## src/rtl/timer_bank.sv

```systemverilog
// timer_bank: CHANNELS independent programmable down/up timers behind one register window.
// Defining TIMER_BANK_PRESCALE_EN adds an 8-bit per-channel prescaler in CTRL[15:8].
module timer_bank #(
  parameter int CHANNELS = 2,
  parameter int WIDTH    = 32
) (
  input  logic                clk,
  input  logic                reset,
  input  logic [7:0]          addr,
  input  logic                we,
  input  logic [WIDTH-1:0]    din,
  output logic [WIDTH-1:0]    dout,
  output logic [CHANNELS-1:0] irq,
  output logic                irq_any
);
  typedef enum logic [1:0] {S_IDLE = 2'd0, S_LOAD = 2'd1, S_CNT = 2'd2} state_e;

  localparam logic [1:0] MODE_RELOAD = 2'b01;
  localparam logic [1:0] MODE_FREE   = 2'b10;
  localparam logic [1:0] REG_CTRL    = 2'd0;
  localparam logic [1:0] REG_PRESET  = 2'd1;
  localparam logic [1:0] REG_COUNT   = 2'd2;
  localparam logic [1:0] REG_STATUS  = 2'd3;

  logic [5:0] sel_ch;
  logic [1:0] sel_reg;
  assign sel_ch  = addr[7:2];
  assign sel_reg = addr[1:0];

  logic [WIDTH-1:0]    ctrl_rd   [CHANNELS];
  logic [WIDTH-1:0]    preset_rd [CHANNELS];
  logic [WIDTH-1:0]    count_rd  [CHANNELS];
  logic [CHANNELS-1:0] pend_rd;

  for (genvar g = 0; g < CHANNELS; g++) begin : g_ch
    state_e           state_q, state_d;
    logic             en_q, en_d, im_q, im_d, pend_q, pend_d;
    logic [1:0]       mode_q, mode_d;
    logic [WIDTH-1:0] preset_q, preset_d, count_q, count_d, ctrl_val;
    logic             wr_ch, wr_ctrl, wr_preset, wr_status;
    logic             en_eff, step, fire, drop_en;

    assign wr_ch     = we && (sel_ch == 6'(g));
    assign wr_ctrl   = wr_ch && (sel_reg == REG_CTRL);
    assign wr_preset = wr_ch && (sel_reg == REG_PRESET);
    assign wr_status = wr_ch && (sel_reg == REG_STATUS);
    // A CTRL write that sets EN starts LOAD on that very edge.
    assign en_eff    = wr_ctrl ? din[0] : en_q;

`ifdef TIMER_BANK_PRESCALE_EN
    logic [7:0] psc_q, psc_d, pcnt_q, pcnt_d;
    assign step = (pcnt_q == psc_q);

    always_comb begin
      psc_d  = wr_ctrl ? din[15:8] : psc_q;
      pcnt_d = '0;
      if (state_q == S_CNT && en_q && !step) pcnt_d = pcnt_q + 8'd1;
    end

    always_ff @(posedge clk or posedge reset) begin
      if (reset) begin
        psc_q  <= '0;
        pcnt_q <= '0;
      end else begin
        psc_q  <= psc_d;
        pcnt_q <= pcnt_d;
      end
    end
`else
    assign step = 1'b1;
`endif

    always_comb begin
      state_d = state_q;
      count_d = count_q;
      fire    = 1'b0;
      drop_en = 1'b0;
      case (state_q)
        S_IDLE: if (en_eff) state_d = S_LOAD;
        S_LOAD: begin
          count_d = (mode_q == MODE_FREE) ? '0 : preset_q;
          state_d = S_CNT;
        end
        S_CNT: begin
          if (!en_q) begin
            state_d = S_IDLE;
          end else if (step) begin
            if (mode_q == MODE_FREE) begin
              count_d = count_q + WIDTH'(1);
              fire    = &count_q;
            end else if (count_q > WIDTH'(1)) begin
              count_d = count_q - WIDTH'(1);
            end else begin
              count_d = '0;
              fire    = 1'b1;
              if (mode_q == MODE_RELOAD) begin
                state_d = S_LOAD;
              end else begin
                drop_en = 1'b1;
                state_d = S_IDLE;
              end
            end
          end
        end
        default: state_d = S_IDLE;
      endcase
    end

    // CPU writes override the hardware EN clear; a hardware set overrides W1C.
    always_comb begin
      en_d   = en_q;
      mode_d = mode_q;
      im_d   = im_q;
      if (wr_ctrl) begin
        en_d   = din[0];
        mode_d = din[2:1];
        im_d   = din[3];
      end else if (drop_en) begin
        en_d = 1'b0;
      end
      preset_d = wr_preset ? din : preset_q;
      pend_d   = fire | (pend_q & ~(wr_status & din[0]));
    end

    always_ff @(posedge clk or posedge reset) begin
      if (reset) begin
        state_q  <= S_IDLE;
        en_q     <= 1'b0;
        mode_q   <= '0;
        im_q     <= 1'b0;
        preset_q <= '0;
        count_q  <= '0;
        pend_q   <= 1'b0;
      end else begin
        state_q  <= state_d;
        en_q     <= en_d;
        mode_q   <= mode_d;
        im_q     <= im_d;
        preset_q <= preset_d;
        count_q  <= count_d;
        pend_q   <= pend_d;
      end
    end

    always_comb begin
      ctrl_val      = '0;
      ctrl_val[0]   = en_q;
      ctrl_val[2:1] = mode_q;
      ctrl_val[3]   = im_q;
`ifdef TIMER_BANK_PRESCALE_EN
      ctrl_val[15:8] = psc_q;
`endif
    end

    assign ctrl_rd[g]   = ctrl_val;
    assign preset_rd[g] = preset_q;
    assign count_rd[g]  = count_q;
    assign pend_rd[g]   = pend_q;
    assign irq[g]       = pend_q & im_q;
  end

  assign irq_any = |irq;

  // Unimplemented channel indices fall through to zero.
  always_comb begin
    dout = '0;
    for (int i = 0; i < CHANNELS; i++) begin
      if (sel_ch == 6'(i)) begin
        case (sel_reg)
          REG_CTRL:   dout = ctrl_rd[i];
          REG_PRESET: dout = preset_rd[i];
          REG_COUNT:  dout = count_rd[i];
          default:    dout = {{(WIDTH-1){1'b0}}, pend_rd[i]};
        endcase
      end
    end
  end
endmodule

```

## config.mk

```make
export PLATFORM = sky130hd
export DESIGN_NAME = timer_bank
export DESIGN_NICKNAME = d
export VERILOG_FILES = /design/src/rtl/timer_bank.sv
export SDC_FILE = /design/constraint.sdc
export NUM_CORES = 1
export LEC_CHECK = 0
export BUFFER_PORTS_ARGS = -buffer_cell sky130_fd_sc_hd__buf_2
export CAP_MARGIN = 20
export CORE_ASPECT_RATIO = 0.9
export CORE_MARGIN = 3
export CORE_UTILIZATION = 40
export DETAILED_ROUTE_END_ITERATION = 6
export PLACE_DENSITY = 0.54
export SYNTH_ARGS = -nofsm -noshare
export SYNTH_HDL_FRONTEND = slang
export SYNTH_SLANG_ARGS = --single-unit
```

## constraint.sdc

```tcl
create_clock -name clk -period 10.68 [get_ports clk]
set_input_delay 1.602 -clock clk [delete_from_list [all_inputs] [get_ports clk]]
set_output_delay 1.602 -clock clk [all_outputs]
set_load 0.1 [all_outputs]
```

# Yosys cells after proc, flatten, opt, wreduce, memory -nomap -nowiden
# Cells that the tools add are included.
[totals] ff_bits=142 wordCells=123 in_bits=43
[classes] n_lt_le_gt_ge=2 mux=50 eq_ne=20 n_reduce_logical=23 n_bitwise=10 n_addsub=4
[ops] op="$mux 32" count=10
[ops] op="$pmux 32 s3" count=2
[ops] op="$pmux 32 s2" count=2
[ops] op="$add 32x1->32 const B" count=2
[ops] op="$gt 32x1->1 const B" count=2
[ops] op="$reduce_and 32->1" count=2
[ops] op="$sub 32x1->32 const B" count=2
[ops] op="$mux 1" count=26
[ops] op="$mux 2" count=8
[ops] op="$eq 2x2->1 const B" count=6
[ops] op="$ne 3x3->1 const B" count=4
[ops] op="$pmux 2 s3" count=2
[ops] op="$eq 2x1->1 const B" count=5
[ops] op="$logic_and 1x1->1" count=8
[ops] op="$ne 2x2->1 const B" count=4
[ops] op="$reduce_bool 2->1" count=4
[ops] op="$and 1x1->1" count=6
[ops] op="$eq 6x1->1 const B" count=1
[ops] op="$logic_not 2->1" count=3
[ops] op="$logic_not 6->1" count=1
[ops] op="$reduce_and 3->1" count=2
[ops] op="$reduce_and 2->1" count=2
[ops] op="$not 1->1" count=2
[ops] op="$or 1x1->1" count=2
[ops] op="$reduce_or 2->1" count=1

# Logic depth before layout (Yosys ltp)
# Gate-level depths: netlist of run 1.
[depth] depth_word=8 ltp_mapped=9 depth_no_buf=8

# Worst setup path before layout of run 1
# No wires, ideal clock.
[synth_path] kind="input to output" start="in addr[0]" end="out dout[1]" stages=5 t_arrival_ns=4.644 path_buffers=2 slack_ns=4.434 path_cell_list="nor2b_1 -> clkbuf_1 -> clkbuf_1 -> a21oi_1 -> a211oi_1"
[synth_via] elab_chain_len=4 elab_cells_between_ends=7 cone_classes="2 x eq/ne; 4 x mux; 1 x reduce/logical"
[synth_lines] element="from (decl)" line_no="9" source="input logic [7:0] addr,"
[synth_lines] element="$eq 2x2->1 (tied with other cells)" line_no="169" source="case (sel_reg)"
[synth_lines] element="$pmux 32 s3" line_no="169"
[synth_lines] element="$mux 32" line_no="168" source="if (sel_ch == 6'(i)) begin"
[synth_lines] element="$mux 32 *" line_no="168"
[synth_lines] element="to (decl)" line_no="12" source="output logic [WIDTH-1:0] dout,"
# Mark *: on every way between the ends. The rest lies on a longest branch, timed or not.

# Final worst setup path of run 1
[layout_path] start="in addr[0]" end="out dout[31]"
# The elaborated chain is that of the path after synthesis.

==> run metrics, run 1 <==
later-pin clock latency in the skew report=~0.44 ns; row cnt=55; postcts setup bufs=0; Syn Nets=1295; synthesized area per cell=a little over 8 sq um; Avg Vias per Cell=approximately 6.5; Pleak=between 4 and 5 nW; synth top area cells=dfrtp_1 (34%), mux2_2 (7.7%), a22oi_1 (4.4%); cell depth of the worst flop-to-flop path=6; Longest Clk Path Bufs=2; I/O Buffers=between 70 and 80; Setup-failing EPs final=0; worst hold stages=1; Seq/Total Area, Yosys=34.3%; Total Power=between 2 and 2.5 mW; PwrDens=between 150 and 200 nW/um^2; # fillers=about 2600; minimum clock period after layout=5.49 ns; Fin Setup TNS=0 ns; Crit path arrival time=slightly below 4 ns; Worst Path Class, Setup=input pin to output port; Post-synth EDFFs=0; RSZ-0062 raised after global routing=no; Max-Slew Margin vs Limit=approximately 28%; post-route non-filler standard cell count=between 1500 and 2000; Slew @ Worst Pin=around 1.1 ns; Final Max Tran Viols=0; total grt overflow=0; Num CTS Buffers=17; drt first pass iters=6; Routed Antenna Nets=0; Total Wirelength=just under 40000 um; largest net degree at the start of global routing=between 70 and 80; Ys Warns=0; DP HPWL=28300 um; top cell type's share of synthesized area=approximately 34%; status=completed; FF-to-FF setup slack=7.33 ns; Syn-to-layout area delta=10.8%; fraction of layout cells with a size suffix above 1=a little under a fifth; Netlist cell types=73; vias in the first global route=between 9000 and 10000; crit-path max FO=45; WL/cell=about 25 um; Hold Path End=g_ch[1].im_q; global-route wire length before repair=61300 um; antenna cells=0; maximum VDD drop=about 0.14 mV; RR Startpoint=g_ch[1].count_q[11]; total number of vias=between 10000 and 15000; Top FF cell, synth=dfrtp_1; CTS root buffer=clkbuf_16; Cell Area, Synth=between 10000 and 15000 sq um; area leader, netlist=dfrtp_1; CTS tree=yes; fmax=around 180 MHz; Max-Cap Viols=0; Crit Reg-Reg Endpoint=g_ch[1].count_q[13]; fin crit share=between 50% and 60%; post-placement cell count=~1600; Fin. Hold Viols=0; worst min path class=flip-flop to flip-flop; Worst Min Path Start=g_ch[1].im_q; Critical Path Start Type=input pin; # nets final=around 1300; asr flop ratio synth=100%; Post-CTS Hold Fix Bufs=0; Core Area=around 25000 sq um; Clk pin slew, worst setup/hold paths=0.06 ns; Req. time, crit path=between 9 and 10 ns; die width=approximately 180 um; CP endpoint kind=output port; First DRT Iteration DRCs=1229; Num Clock Sinks=roughly 140; DRC Markers=0; initial antenna violation count=0; total global-route track usage=between 20% and 30%; Die Area=about 28000 sq um; Die Height=159 um; RD Place Congestion=around 0.95; I/O pins=78; post_cts resized=0; CTS H-tree depth=4; Seq cells post-synth=142; Initial Util=around 41%; Setup Skew=0.0148 ns; synthesized instance count=about 1200
## how the worst max path moves through the flow
stage | slack [ns] | start | cells past startpoint | to
2_1_floorplan | 4.43 | addr[0] | 5 | dout[1]
3_3_place_gp | 5.32 | addr[0] | 6 | dout[31]
3_5_place_dp | 5.25 | addr[0] | 6 | dout[3]
4_1_cts | 5.25 | addr[0] | 6 | dout[3]
5_1_grt | 5.06 | addr[0] | 6 | dout[3]
6_report | 5.19 | addr[0] | 6 | dout[31]
## through the flow
step	instance area, sq um	utilization, %	hold WS [ns]	worst slack [ns]
after floorplan	10400	-	0.466	4.43
after global placement	10800	42.8	0.513	5.32
after detailed placement	10800	42.8	0.523	5.25
after CTS	11400	45.1	0.536	5.25
after global routing	11500	45.3	0.543	5.06
final	11500	45.3	0.536	5.19
## critical path, cell delays in order
cell	delay, ns
buf_2	0.25
nor2b_4	0.56
buf_4	0.55
a22oi_1	0.17
o22ai_1	0.26
buf_2	0.47
## report_power, final
group	leakage, nW	switching [mW]	total (mW)	internal (mW)
Clock	0.271	0.255	0.604	0.349
Sequential	1.92	0.205	0.810	0.605
Combinational	2.50	0.420	0.673	0.253
Total	4.68	0.879	2.09	1.21
## metal layers
metal,GRT usage (%),vias up,part of all wire [%]
met4,8.93,0,2.4
met2,42.8,484,43
met3,5.72,54,8.5
met5,0,-,0
met1,42.0,5103,46
li1,-,4689,-
## cells in the mapped netlist, types with 10 or more instances
| cell type | count |
|---|---|
| nand3_1 | 42 |
| xnor2_1 | 27 |
| a211oi_1 | 20 |
| nand2b_1 | 12 |
| nand4_1 | 26 |
| dfrtp_1 | 142 |
| and3_1 | 12 |
| nor2_1 | 90 |
| nor3_1 | 47 |
| o31ai_1 | 17 |
| o21ai_0 | 67 |
| o22ai_1 | 35 |
| a31oi_1 | 19 |
| nand2_1 | 86 |
| a22oi_1 | 61 |
| a221oi_1 | 15 |
| clkbuf_1 | 114 |
| nor2b_1 | 14 |
| inv_1 | 22 |
| nor4_1 | 35 |
| or4_1 | 10 |
| mux2_2 | 71 |
| xor2_1 | 20 |
| a21oi_1 | 87 |
| or3_1 | 10 |
## cells by family after synthesis
group | synth area share [%]
multiplexers | 9.03
XOR/XNOR | 3.97
AND/OR/NAND/NOR | 21.6
AO/OA/AOI/OAI | 24.6
adder cells (fa/ha/maj) | 0.725
flip-flops | 34.3
buffers and inverters | 5.78
## registers in the layout, summed over array words and instances, names as in the netlist
register / flops
g_ch.pend_q: 2
g_ch.im_q: 2
g_ch.mode_q: 4
g_ch.preset_q: 64
g_ch.en_q: 2
g_ch.count_q: 64
g_ch.state_q: 4
## area by class of cell
type                    instances  area [sq um]  share of cell area, %
multi-input cells             951          6260                   54.5
flip-flops and latches        142          3550                   31.0
repair buffers                 97           573                   4.99
clock buffers                  18           439                   3.83
well taps                     342           428                   3.73
clock inverters                14           143                   1.24
inverters                      22          87.6                  0.763
## placed cells by master, fill, tap and decap left out, types with 11 or more instances in the layout
master,netlist,final
nand4_1,26,26
nor3_1,47,47
and3_1,12,12
buf_2,7,78
nand3_1,42,41
nand2b_1,12,11
xor2_1,20,20
nor2_1,90,85
a221oi_1,15,15
o21ai_0,67,67
nand2_1,86,86
o22ai_1,35,35
a31oi_1,19,19
clkbuf_16,0,17
o31ai_1,17,17
inv_1,22,21
a22oi_1,61,61
buf_4,0,16
nor4_1,35,34
dfrtp_1,142,142
xnor2_1,27,27
a211oi_1,20,20
a21oi_1,87,87
mux2_2,71,71
No activity file was read; power rests on OpenSTA's default activity.
==> inputs of run 2 (changes only) <==
==> constraint.sdc (replaced) <==
create_clock -name clk -period 5.55 [get_ports clk]
set_input_delay 0.8325 -clock clk [delete_from_list [all_inputs] [get_ports clk]]
set_output_delay 0.8325 -clock clk [all_outputs]
set_load 0.1 [all_outputs]
==> run 2 against run 1 <==
Net effect:
- global-route usage decreased by 0.35 points
- register-to-register slack lost 5.2 ns
- count of clock-buffer cells in the layout is 1 lower
- highest routed layer unchanged
- wire length decreased by 0.56%
- power is 90% higher
- critical path depth unchanged
- core utilization decreased by 0.074 points
- final area fell by 0.16%
- clock skew decreased by 0.00064 ns
- largest power group unchanged
- clock power is 84% higher
==> run metrics, run 2 (same netlist as run 1, synthesis figures left out) <==
biggest registers after layout=g_ch.count_q: 64 flops, g_ch.preset_q: 64 flops; Initial Util=approximately 41%; M3 GR Usage=under 10%; commonest cells after routing, fill and taps aside=dfrtp_1 (142), a21oi_1 (87), nand2_1 (86), nor2_1 (86), buf_2 (77); CP Capture Point=dout[26]; Num Clock Sinks=about 140; maximum VDD drop=between 0.2 and 0.25 mV; Pleak=4.67 nW; drt first pass iters=7; Clock power frac=between 20% and 30%; Logic pwr share=roughly 33%; Fin Setup TNS=0 ns; RD Place Congestion=about 0.92; Die Area=27900 sq um; Syn-to-layout area delta=10.7%; Max-Cap Viols=0; later-pin clock latency in the skew report=0.44 ns; Fin. Hold Viols=0; # fillers=between 2000 and 3000; Avg Vias per Cell=~6.6; FF-to-FF setup slack=2.16 ns; post_cts resized=0; post-route non-filler standard cell count=~1600; total global-route track usage=between 20 and 30%; Total Wirelength=between 30000 and 40000 um; First DRT Iteration DRCs=1239; total number of vias=10400; met2 usage in global routing=between 40% and 50%; Crit Reg-Reg Endpoint=g_ch[1].count_q[13]; fin crit share=74.9%; I/O pins=78; commonest non-fill, non-tap cell in the layout=dfrtp_1; vias in the first global route=approximately 9600; cell depth of the worst flop-to-flop path=6; CTS tree=yes; Routed Antenna Nets=0; PwrDens=approximately 350 nW/um^2; Net Sw Power=approximately 1.7 mW; DRC Markers=0; Post-CTS Hold Fix Bufs=0; Slew @ Worst Pin=1.11 ns; largest net degree at the start of global routing=just over 90; Setup Skew=~0.014 ns; minimum clock period after layout=slightly above 4 ns; Clk pin slew, worst setup/hold paths=roughly 0.060 ns; crit-path max FO=between 40 and 50; I/O Buffers=77; RSZ-0062 raised after global routing=no; pre-CTS setup slack=approximately 1.5 ns; Num CTS Buffers=17; Final Max Tran Viols=0; row cnt=55; Sequential Power Share=between 30% and 40%; CP startpoint=addr[0]; CTS root buffer=clkbuf_16; Max-Slew Margin vs Limit=26.1%; Setup-failing EPs final=0; total grt overflow=0; Critical Path Start Type=input pin; worst min path class=flip-flop to flip-flop; RR Startpoint=g_ch[1].count_q[11]; fraction of layout cells with a size suffix above 1=between 10% and 20%; Core Area=~25000 sq um; post-placement cell count=around 1600; initial antenna violation count=0; Longest Clk Path Bufs=2; WL/cell=approximately 25 um; fmax=between 200 and 250 MHz; GR Util met1=between 40% and 50%; postcts setup bufs=0; sw frac=43.4%; Die Height=159 um; Crit path arrival time=between 3 and 4 ns; die width=approximately 180 um; Worst Path Class, Setup=input pin to output port; Most Crowded Layer GR=met2; # nets final=between 1000 and 1500; CTS H-tree depth=4; Power Internal=2.25 mW; CP endpoint kind=output port; antenna cells=0; global-route wire length before repair=~60000 um; DP HPWL=between 20000 and 30000 um; Req. time, crit path=approximately 4.7 ns; Worst Min Path Start=g_ch[0].im_q; post-layout util=a little under half; post-route setup slack=1.39 ns; status=completed
==> run 2: per-stage QoR <==
stage | hold WS, ns | total power, mW | cell area (sq um)
2_1_floorplan | 0.466 | 2.41 | 10400
3_3_place_gp | 0.507 | 2.82 | 10900
3_5_place_dp | 0.516 | 2.83 | 10900
4_1_cts | 0.527 | 3.95 | 11400
5_1_grt | 0.557 | 4.18 | 11500
6_report | 0.527 | 3.97 | 11500
==> run 2: metal layers <==
layer,vias up,routed length [um]
li1,4686,-
met1,5188,18300
met2,504,17200
met3,54,3240
met4,0,803
met5,-,0
==> run 2: worst min-delay path by stage <==
stage / cells after the start / end
5_1_grt: 1 / g_ch[0].im_q
3_5_place_dp: 1 / g_ch[0].im_q
4_1_cts: 1 / g_ch[0].im_q
2_1_floorplan: 2 / g_ch[1].count_q[24]
3_3_place_gp: 1 / g_ch[1].im_q
6_report: 1 / g_ch[0].im_q
==> run 2: power groups by stage <==
stage | registers (mW) | clock network [mW] | logic (mW)
finish | 1.54 | 1.11 | 1.31
global route | 1.57 | 1.17 | 1.44
CTS | 1.53 | 1.13 | 1.29
detailed placement | 1.55 | 0 | 1.28
global placement | 1.55 | 0 | 1.27
floorplan | 1.27 | 0 | 1.15
==> run 2: layout make-up <==
class	count	area [sq um]	area share, %
repair buffers	99	591	5.15
clock inverters	15	123	1.07
flip-flops and latches	142	3550	31.0
inverters	22	87.6	0.764
multi-input cells	951	6250	54.6
well taps	342	428	3.73
clock buffers	17	425	3.71
==> run 2: worst max-delay path, stage by stage <==
cell	delay (ns)
buf_2	0.25
nor2b_4	0.95
buf_4	0.42
a22oi_1	0.13
o22ai_1	0.23
buf_2	0.48
